`src/rtl/wb_stage_if.sv`:
```
// Write-back stage bus: MEM-stage inputs, MDU write offer and register-file write port.
// The design side uses the slave modport; the environment drives through master.
interface wb_stage_if #(
    parameter int WIDTH   = 32,
    parameter int REGADDR = 5
);
    logic               mem_valid;
    logic               mem_reg_wrt;
    logic               mem_to_reg;
    logic [WIDTH-1:0]   mem_alu;
    logic [WIDTH-1:0]   mem_rdata;
    logic [REGADDR-1:0] mem_reg;
    logic [1:0]         ld_size;
    logic               ld_unsigned;
    logic               stall;
    logic               flush;
    logic               mdu_valid;
    logic [REGADDR-1:0] mdu_reg;
    logic [WIDTH-1:0]   mdu_data;
    logic               mdu_ready;
    logic               wb_stall_req;
    logic               reg_wrt;
    logic [REGADDR-1:0] wrt_reg;
    logic [WIDTH-1:0]   wrt_dt;
    logic [31:0]        retired_cnt;

    modport master (
        output mem_valid, mem_reg_wrt, mem_to_reg, mem_alu, mem_rdata,
        output mem_reg, ld_size, ld_unsigned, stall, flush,
        output mdu_valid, mdu_reg, mdu_data,
        input  mdu_ready, wb_stall_req, reg_wrt, wrt_reg, wrt_dt,
        input  retired_cnt
    );

    modport slave (
        input  mem_valid, mem_reg_wrt, mem_to_reg, mem_alu, mem_rdata,
        input  mem_reg, ld_size, ld_unsigned, stall, flush,
        input  mdu_valid, mdu_reg, mdu_data,
        output mdu_ready, wb_stall_req, reg_wrt, wrt_reg, wrt_dt,
        output retired_cnt
    );
endinterface

```
`src/rtl/wb_stage.sv`:
```
// Write-back stage: load extraction, MEM/MDU write merge through a 1-entry
// pending buffer with starvation stall request, and a retired-instruction counter.
module wb_stage #(
    parameter int WIDTH        = 32,
    parameter int REGADDR      = 5,
    parameter int STARVE_LIMIT = 4
) (
    input  logic       clk,
    input  logic       rst_n,
    wb_stage_if.slave  bus
);
    localparam int CW = $clog2(STARVE_LIMIT + 1);
    localparam logic [CW-1:0] LIMIT = CW'(STARVE_LIMIT);

    logic               pend_q, pend_d;
    logic [REGADDR-1:0] pend_reg_q, pend_reg_d;
    logic [WIDTH-1:0]   pend_data_q, pend_data_d;
    logic [CW-1:0]      wait_q, wait_d;
    logic               wr_q, wr_d;
    logic [REGADDR-1:0] wreg_q, wreg_d;
    logic [WIDTH-1:0]   wdt_q, wdt_d;
    logic [31:0]        cnt_q, cnt_d;

    logic               cap, pipe_wr, drain, accept;
    logic [7:0]         byte_v;
    logic [15:0]        half_v;
    logic [WIDTH-1:0]   load_v, wb_data;

    assign cap     = bus.mem_valid && !bus.stall && !bus.flush;
    assign pipe_wr = cap && bus.mem_reg_wrt;
    assign drain   = pend_q && !pipe_wr;
    assign accept  = bus.mdu_valid && !pend_q;

    // Big-endian lanes: address 0 is the most significant byte.
    always_comb begin
        byte_v = '0;
        case (bus.mem_alu[1:0])
            2'd0:    byte_v = bus.mem_rdata[WIDTH-1 -: 8];
            2'd1:    byte_v = bus.mem_rdata[WIDTH-9 -: 8];
            2'd2:    byte_v = bus.mem_rdata[WIDTH-17 -: 8];
            default: byte_v = bus.mem_rdata[WIDTH-25 -: 8];
        endcase
    end

    assign half_v = bus.mem_alu[1] ? bus.mem_rdata[15:0]
                                   : bus.mem_rdata[WIDTH-1 -: 16];

    always_comb begin
        load_v = bus.mem_rdata;
        case (bus.ld_size)
            2'b01: begin
                if (bus.ld_unsigned)
                    load_v = {{(WIDTH-16){1'b0}}, half_v};
                else
                    load_v = {{(WIDTH-16){half_v[15]}}, half_v};
            end
            2'b10: begin
                if (bus.ld_unsigned)
                    load_v = {{(WIDTH-8){1'b0}}, byte_v};
                else
                    load_v = {{(WIDTH-8){byte_v[7]}}, byte_v};
            end
            default: load_v = bus.mem_rdata;
        endcase
    end

    assign wb_data = bus.mem_to_reg ? load_v : bus.mem_alu;

    always_comb begin
        pend_d      = pend_q;
        pend_reg_d  = pend_reg_q;
        pend_data_d = pend_data_q;
        wait_d      = wait_q;
        wr_d        = 1'b0;
        wreg_d      = wreg_q;
        wdt_d       = wdt_q;
        cnt_d       = cap ? cnt_q + 32'd1 : cnt_q;
        unique case (1'b1)
            pipe_wr: begin
                wr_d   = |bus.mem_reg;
                wreg_d = bus.mem_reg;
                wdt_d  = wb_data;
                if (pend_q && wait_q != LIMIT)
                    wait_d = wait_q + CW'(1);
            end
            drain: begin
                wr_d   = |pend_reg_q;
                wreg_d = pend_reg_q;
                wdt_d  = pend_data_q;
                pend_d = 1'b0;
                wait_d = '0;
            end
            default: ;
        endcase
        // Only reachable while empty, so it never collides with a drain.
        if (accept) begin
            pend_d      = 1'b1;
            pend_reg_d  = bus.mdu_reg;
            pend_data_d = bus.mdu_data;
        end
    end

    always_ff @(posedge clk or negedge rst_n) begin
        if (!rst_n) begin
            pend_q      <= 1'b0;
            pend_reg_q  <= '0;
            pend_data_q <= '0;
            wait_q      <= '0;
            wr_q        <= 1'b0;
            wreg_q      <= '0;
            wdt_q       <= '0;
            cnt_q       <= '0;
        end else begin
            pend_q      <= pend_d;
            pend_reg_q  <= pend_reg_d;
            pend_data_q <= pend_data_d;
            wait_q      <= wait_d;
            wr_q        <= wr_d;
            wreg_q      <= wreg_d;
            wdt_q       <= wdt_d;
            cnt_q       <= cnt_d;
        end
    end

    assign bus.mdu_ready    = !pend_q;
    assign bus.wb_stall_req = pend_q && (wait_q == LIMIT);
    assign bus.reg_wrt      = wr_q;
    assign bus.wrt_reg      = wreg_q;
    assign bus.wrt_dt       = wdt_q;
    assign bus.retired_cnt  = cnt_q;
endmodule
```
`src/flat_wrapper.sv`:
```
// flat-port wrapper written by rule: the top's interface ports become plain ports
module wb_stage_flat 
#(
    parameter int WIDTH        = 32,
    parameter int REGADDR      = 5,
    parameter int STARVE_LIMIT = 4
)
  (clk, rst_n, bus_mem_valid, bus_mem_reg_wrt, bus_mem_to_reg, bus_mem_alu, bus_mem_rdata, bus_mem_reg, bus_ld_size, bus_ld_unsigned, bus_stall, bus_flush, bus_mdu_valid, bus_mdu_reg, bus_mdu_data, bus_mdu_ready, bus_wb_stall_req, bus_reg_wrt, bus_wrt_reg, bus_wrt_dt, bus_retired_cnt);
  wb_stage_if #(.WIDTH(WIDTH), .REGADDR(REGADDR)) bus_i ();
  input  logic clk;
  input  logic rst_n;
  input wire logic [$bits(bus_i.mem_valid)-1:0] bus_mem_valid;
  input wire logic [$bits(bus_i.mem_reg_wrt)-1:0] bus_mem_reg_wrt;
  input wire logic [$bits(bus_i.mem_to_reg)-1:0] bus_mem_to_reg;
  input wire logic [$bits(bus_i.mem_alu)-1:0] bus_mem_alu;
  input wire logic [$bits(bus_i.mem_rdata)-1:0] bus_mem_rdata;
  input wire logic [$bits(bus_i.mem_reg)-1:0] bus_mem_reg;
  input wire logic [$bits(bus_i.ld_size)-1:0] bus_ld_size;
  input wire logic [$bits(bus_i.ld_unsigned)-1:0] bus_ld_unsigned;
  input wire logic [$bits(bus_i.stall)-1:0] bus_stall;
  input wire logic [$bits(bus_i.flush)-1:0] bus_flush;
  input wire logic [$bits(bus_i.mdu_valid)-1:0] bus_mdu_valid;
  input wire logic [$bits(bus_i.mdu_reg)-1:0] bus_mdu_reg;
  input wire logic [$bits(bus_i.mdu_data)-1:0] bus_mdu_data;
  output wire logic [$bits(bus_i.mdu_ready)-1:0] bus_mdu_ready;
  output wire logic [$bits(bus_i.wb_stall_req)-1:0] bus_wb_stall_req;
  output wire logic [$bits(bus_i.reg_wrt)-1:0] bus_reg_wrt;
  output wire logic [$bits(bus_i.wrt_reg)-1:0] bus_wrt_reg;
  output wire logic [$bits(bus_i.wrt_dt)-1:0] bus_wrt_dt;
  output wire logic [$bits(bus_i.retired_cnt)-1:0] bus_retired_cnt;
  assign bus_i.mem_valid = bus_mem_valid;
  assign bus_i.mem_reg_wrt = bus_mem_reg_wrt;
  assign bus_i.mem_to_reg = bus_mem_to_reg;
  assign bus_i.mem_alu = bus_mem_alu;
  assign bus_i.mem_rdata = bus_mem_rdata;
  assign bus_i.mem_reg = bus_mem_reg;
  assign bus_i.ld_size = bus_ld_size;
  assign bus_i.ld_unsigned = bus_ld_unsigned;
  assign bus_i.stall = bus_stall;
  assign bus_i.flush = bus_flush;
  assign bus_i.mdu_valid = bus_mdu_valid;
  assign bus_i.mdu_reg = bus_mdu_reg;
  assign bus_i.mdu_data = bus_mdu_data;
  assign bus_mdu_ready = bus_i.mdu_ready;
  assign bus_wb_stall_req = bus_i.wb_stall_req;
  assign bus_reg_wrt = bus_i.reg_wrt;
  assign bus_wrt_reg = bus_i.wrt_reg;
  assign bus_wrt_dt = bus_i.wrt_dt;
  assign bus_retired_cnt = bus_i.retired_cnt;
  wb_stage #(.WIDTH(WIDTH), .REGADDR(REGADDR), .STARVE_LIMIT(STARVE_LIMIT)) u_core (.clk(clk), .rst_n(rst_n), .bus(bus_i));
endmodule
```
`config.mk`:
```
export PLATFORM = sky130hd
export DESIGN_NAME = wb_stage_flat
export DESIGN_NICKNAME = d
export VERILOG_FILES = /design/src/rtl/wb_stage_if.sv /design/src/rtl/wb_stage.sv /design/src/flat_wrapper.sv
export SDC_FILE = /design/constraint.sdc
export NUM_CORES = 1
export LEC_CHECK = 0
export BUFFER_PORTS_ARGS = -buffer_cell sky130_fd_sc_hd__clkbuf_2
export CAP_MARGIN = 30
export CORE_ASPECT_RATIO = 0.7
export CORE_UTILIZATION = 35
export CTS_BUF_LIST = sky130_fd_sc_hd__clkbuf_2
export DETAILED_ROUTE_END_ITERATION = 7
export SYNTH_ARGS = -nofsm -noshare
export SYNTH_HDL_FRONTEND = slang
export SYNTH_SLANG_ARGS = --single-unit
```
`constraint.sdc`:
```
create_clock -name clk -period 3 [get_ports clk]
set_input_delay 0.3 -clock clk [delete_from_list [all_inputs] [get_ports clk]]
set_output_delay 0.3 -clock clk [all_outputs]
set_load 0.01 [all_outputs]
```
==> out/results.ini <==
[run_status]
status=finished, final reports clean

[drt]
ant_nets=0
vias=5291
drt_wl_total_um=18400
via_per_inst=5.32
drt-initial-drc-count=319
drt_pass1_iterations=4
drcViolationCount=0
wl_per_cell_um=18.5

[clock_tree]
tritoncts=yes
clockRootBuffer=clkbuf_2
cts_sinks=111
clk_path_buf_depth=2
cts_resized=0
clkLatencyLatePin_ps=620
clk_pin_slew_worst_paths_ps=310
h-tree-depth=3
numCtsBuffers=9

[timing]
worst_slew_pin_slew_ps=821
skew_ps=38.2
max_freq_mhz=345
fin_crit_sh_pct=96.7
fin_setup_tns_ps=0
setup_viol=0
slew_headroom_pct=45.2
finalHoldViolations=0
slew_violations=0
rsz0062_at_grt=no
fin_crit_ps=2900
setup_ws_ps=99.7

[synthesis]
synth-main-ff-cell=dfrtp_1
synthMuxAreaShare_pct=13.4
yosysSeqAreaShare_pct=49.1
synth_edf_count=0
syn_avg_cell_area_um2=11.0
synthAdderAreaFrac_pct=1.10
synth_seq_cells=111
synth_top_family_by_area=compound AO/OA/AOI/OAI gates
synth-simple-area-share_pct=12.7
syn_area_um2=5660
yosys_warnings=0
yosys.area_share.xor_xnor_pct=4.80
synth_cells=514
synthArstFlopShare_pct=100
synth_cell_types=46
synth-compound-area-share_pct=15.6
synth_nets=636

[worst_setup_path]
r2r-end=u_core.bus.wrt_dt[7]$_DFFE_PN0P_
crit_start=bus_flush
cp_max_fo=51
criticalPathCategory=input pin to register
worstPathArrival_ps=3500
r2r_start=u_core.pend_q$_DFFE_PN0P_
end_kind=register
startpoint_type=input pin
regToRegSetupSlack_ps=780
crit_required_ps=3600
ff2ff_path_depth=4

[finish]
syn2layout_area_growth_pct=39.6
fin_util_pct=50.5
drive_above_1_share_pct=35.3
final_nets=910
mostFrequentLayoutCells=199 x clkbuf_2, 110 x dfrtp_1, 97 x dlygate4sd3_1, 46 x mux2_2, 35 x a211oi_1
final_common_cell=clkbuf_2
fillers=1431
design_area_um2=7900
seqCellArea_um2=2780
multi_input_area_um2=2710

[min_path]
hold_depth=3
min-delay-start=bus_stall
hold_end=u_core.bus.retired_cnt[1]$_DFFE_PN0N_
hold_path.class=input pin to register

[place]
hpwl_um=13000
dp_worst_setup_slack_ps=696
port_buffers=188
place_congestion=0.941
place_area_um2=6810

[global_route]
grt_max_degree=52
grt.overflow.total=0
grt_util_all_layers_pct=22.6
antenna_found_initial=1
grt_pass1_wl_um=28800
grt_pass1_vias=5350

[floorplanning]
rows=38
die_h_um=108
dieArea_um2=16700
core-area_um2=15600
fp.dieW_um=154
start_util_pct=36.2
io_pins=189

[pwr]
leakagePower_uw=0.00369
powerDensity_nw_per_um2=464
peakVddDrop_mv=0.202

[run]
max_cap_viol_count=0

## worst max-delay path by stage
stage | end | cells after the start
floorplan | u_core.bus.retired_cnt[26]$_DFFE_PN0N_ | 7
global placement | u_core.bus.wrt_dt[29]$_DFFE_PN0P_ | 8
detailed placement | u_core.bus.wrt_dt[27]$_DFFE_PN0P_ | 8
CTS | u_core.bus.wrt_dt[6]$_DFFE_PN0P_ | 9
global route | bus_wb_stall_req | 3
finish | u_core.bus.wrt_dt[6]$_DFFE_PN0P_ | 9
## layer usage
metal / part of all wire [%] / track usage (%) / vias up
met4: 3.1 / 9.50 / 0
met1: 46 / 30.9 / 2588
met2: 44 / 34.9 / 214
li1: - / - / 2449
met3: 6.6 / 4.69 / 40
met5: 0 / 0 / -
## report_power, final
group	internal [uW]	switching, uW	total (uW)
sequential	1730	177	1910
clock	208	517	725
combinational	538	496	1030
## worst max-delay path: stages
cell	delay, ps
dlygate4sd3_1	540
clkbuf_2	130
nor3b_4	300
and2_2	240
buf_4	470
o221ai_1	200
dlygate4sd3_1	590
o22ai_1	150
dlygate4sd3_1	570
## cells by family after synthesis
kind of cell | count (synthesis)
AO/OA/AOI/OAI | 123
AND/OR/NAND/NOR | 131
flip-flops | 111
XOR/XNOR | 31
adder cells (fa/ha/maj) | 5
buffers and inverters | 44
multiplexers | 69
## synthesized netlist by cell type, drive strengths merged (10+ instances only)
cell type	count	share of area, %
nand2	29	2.1
nor3	14	1.2
nand3	23	2.0
dfrtp	111	49
a211oi	35	4.6
xnor2	19	2.9
xor2	12	1.9
mux2i	22	3.9
a221oi	19	2.9
mux2	46	9.1
and2	21	2.3
a21oi	10	0.88
nor2	14	0.93
o21ai	37	3.9
clkbuf	24	1.6
## what timing repair did
item	in CTS	in global routing
setup buffers	0	0
hold buffers	97	0
endpoints found under the hold margin	120	0
## per-stage QoR
step / total power [uW] / instances / hold WS (ps)
4_1_cts: 3710 / 993 / 1.80
6_report: 3670 / 994 / 99.1
3_3_place_gp: 2790 / 880 / 369
5_1_grt: 3890 / 994 / 12.2
2_1_floorplan: 2370 / 514 / 4.41
3_5_place_dp: 2820 / 880 / 377
## final cells by class
cell class                 count  area share (%)
antenna                        1          0.0317
timing repair buffer         296            25.4
sequential                   111            35.2
inverter                      11           0.522
clock buffer                  12           0.760
multi-input combinational    359            34.2
clock inverter                 4           0.697
tap                          200            3.17
Power figures use the tool's default switching activity.
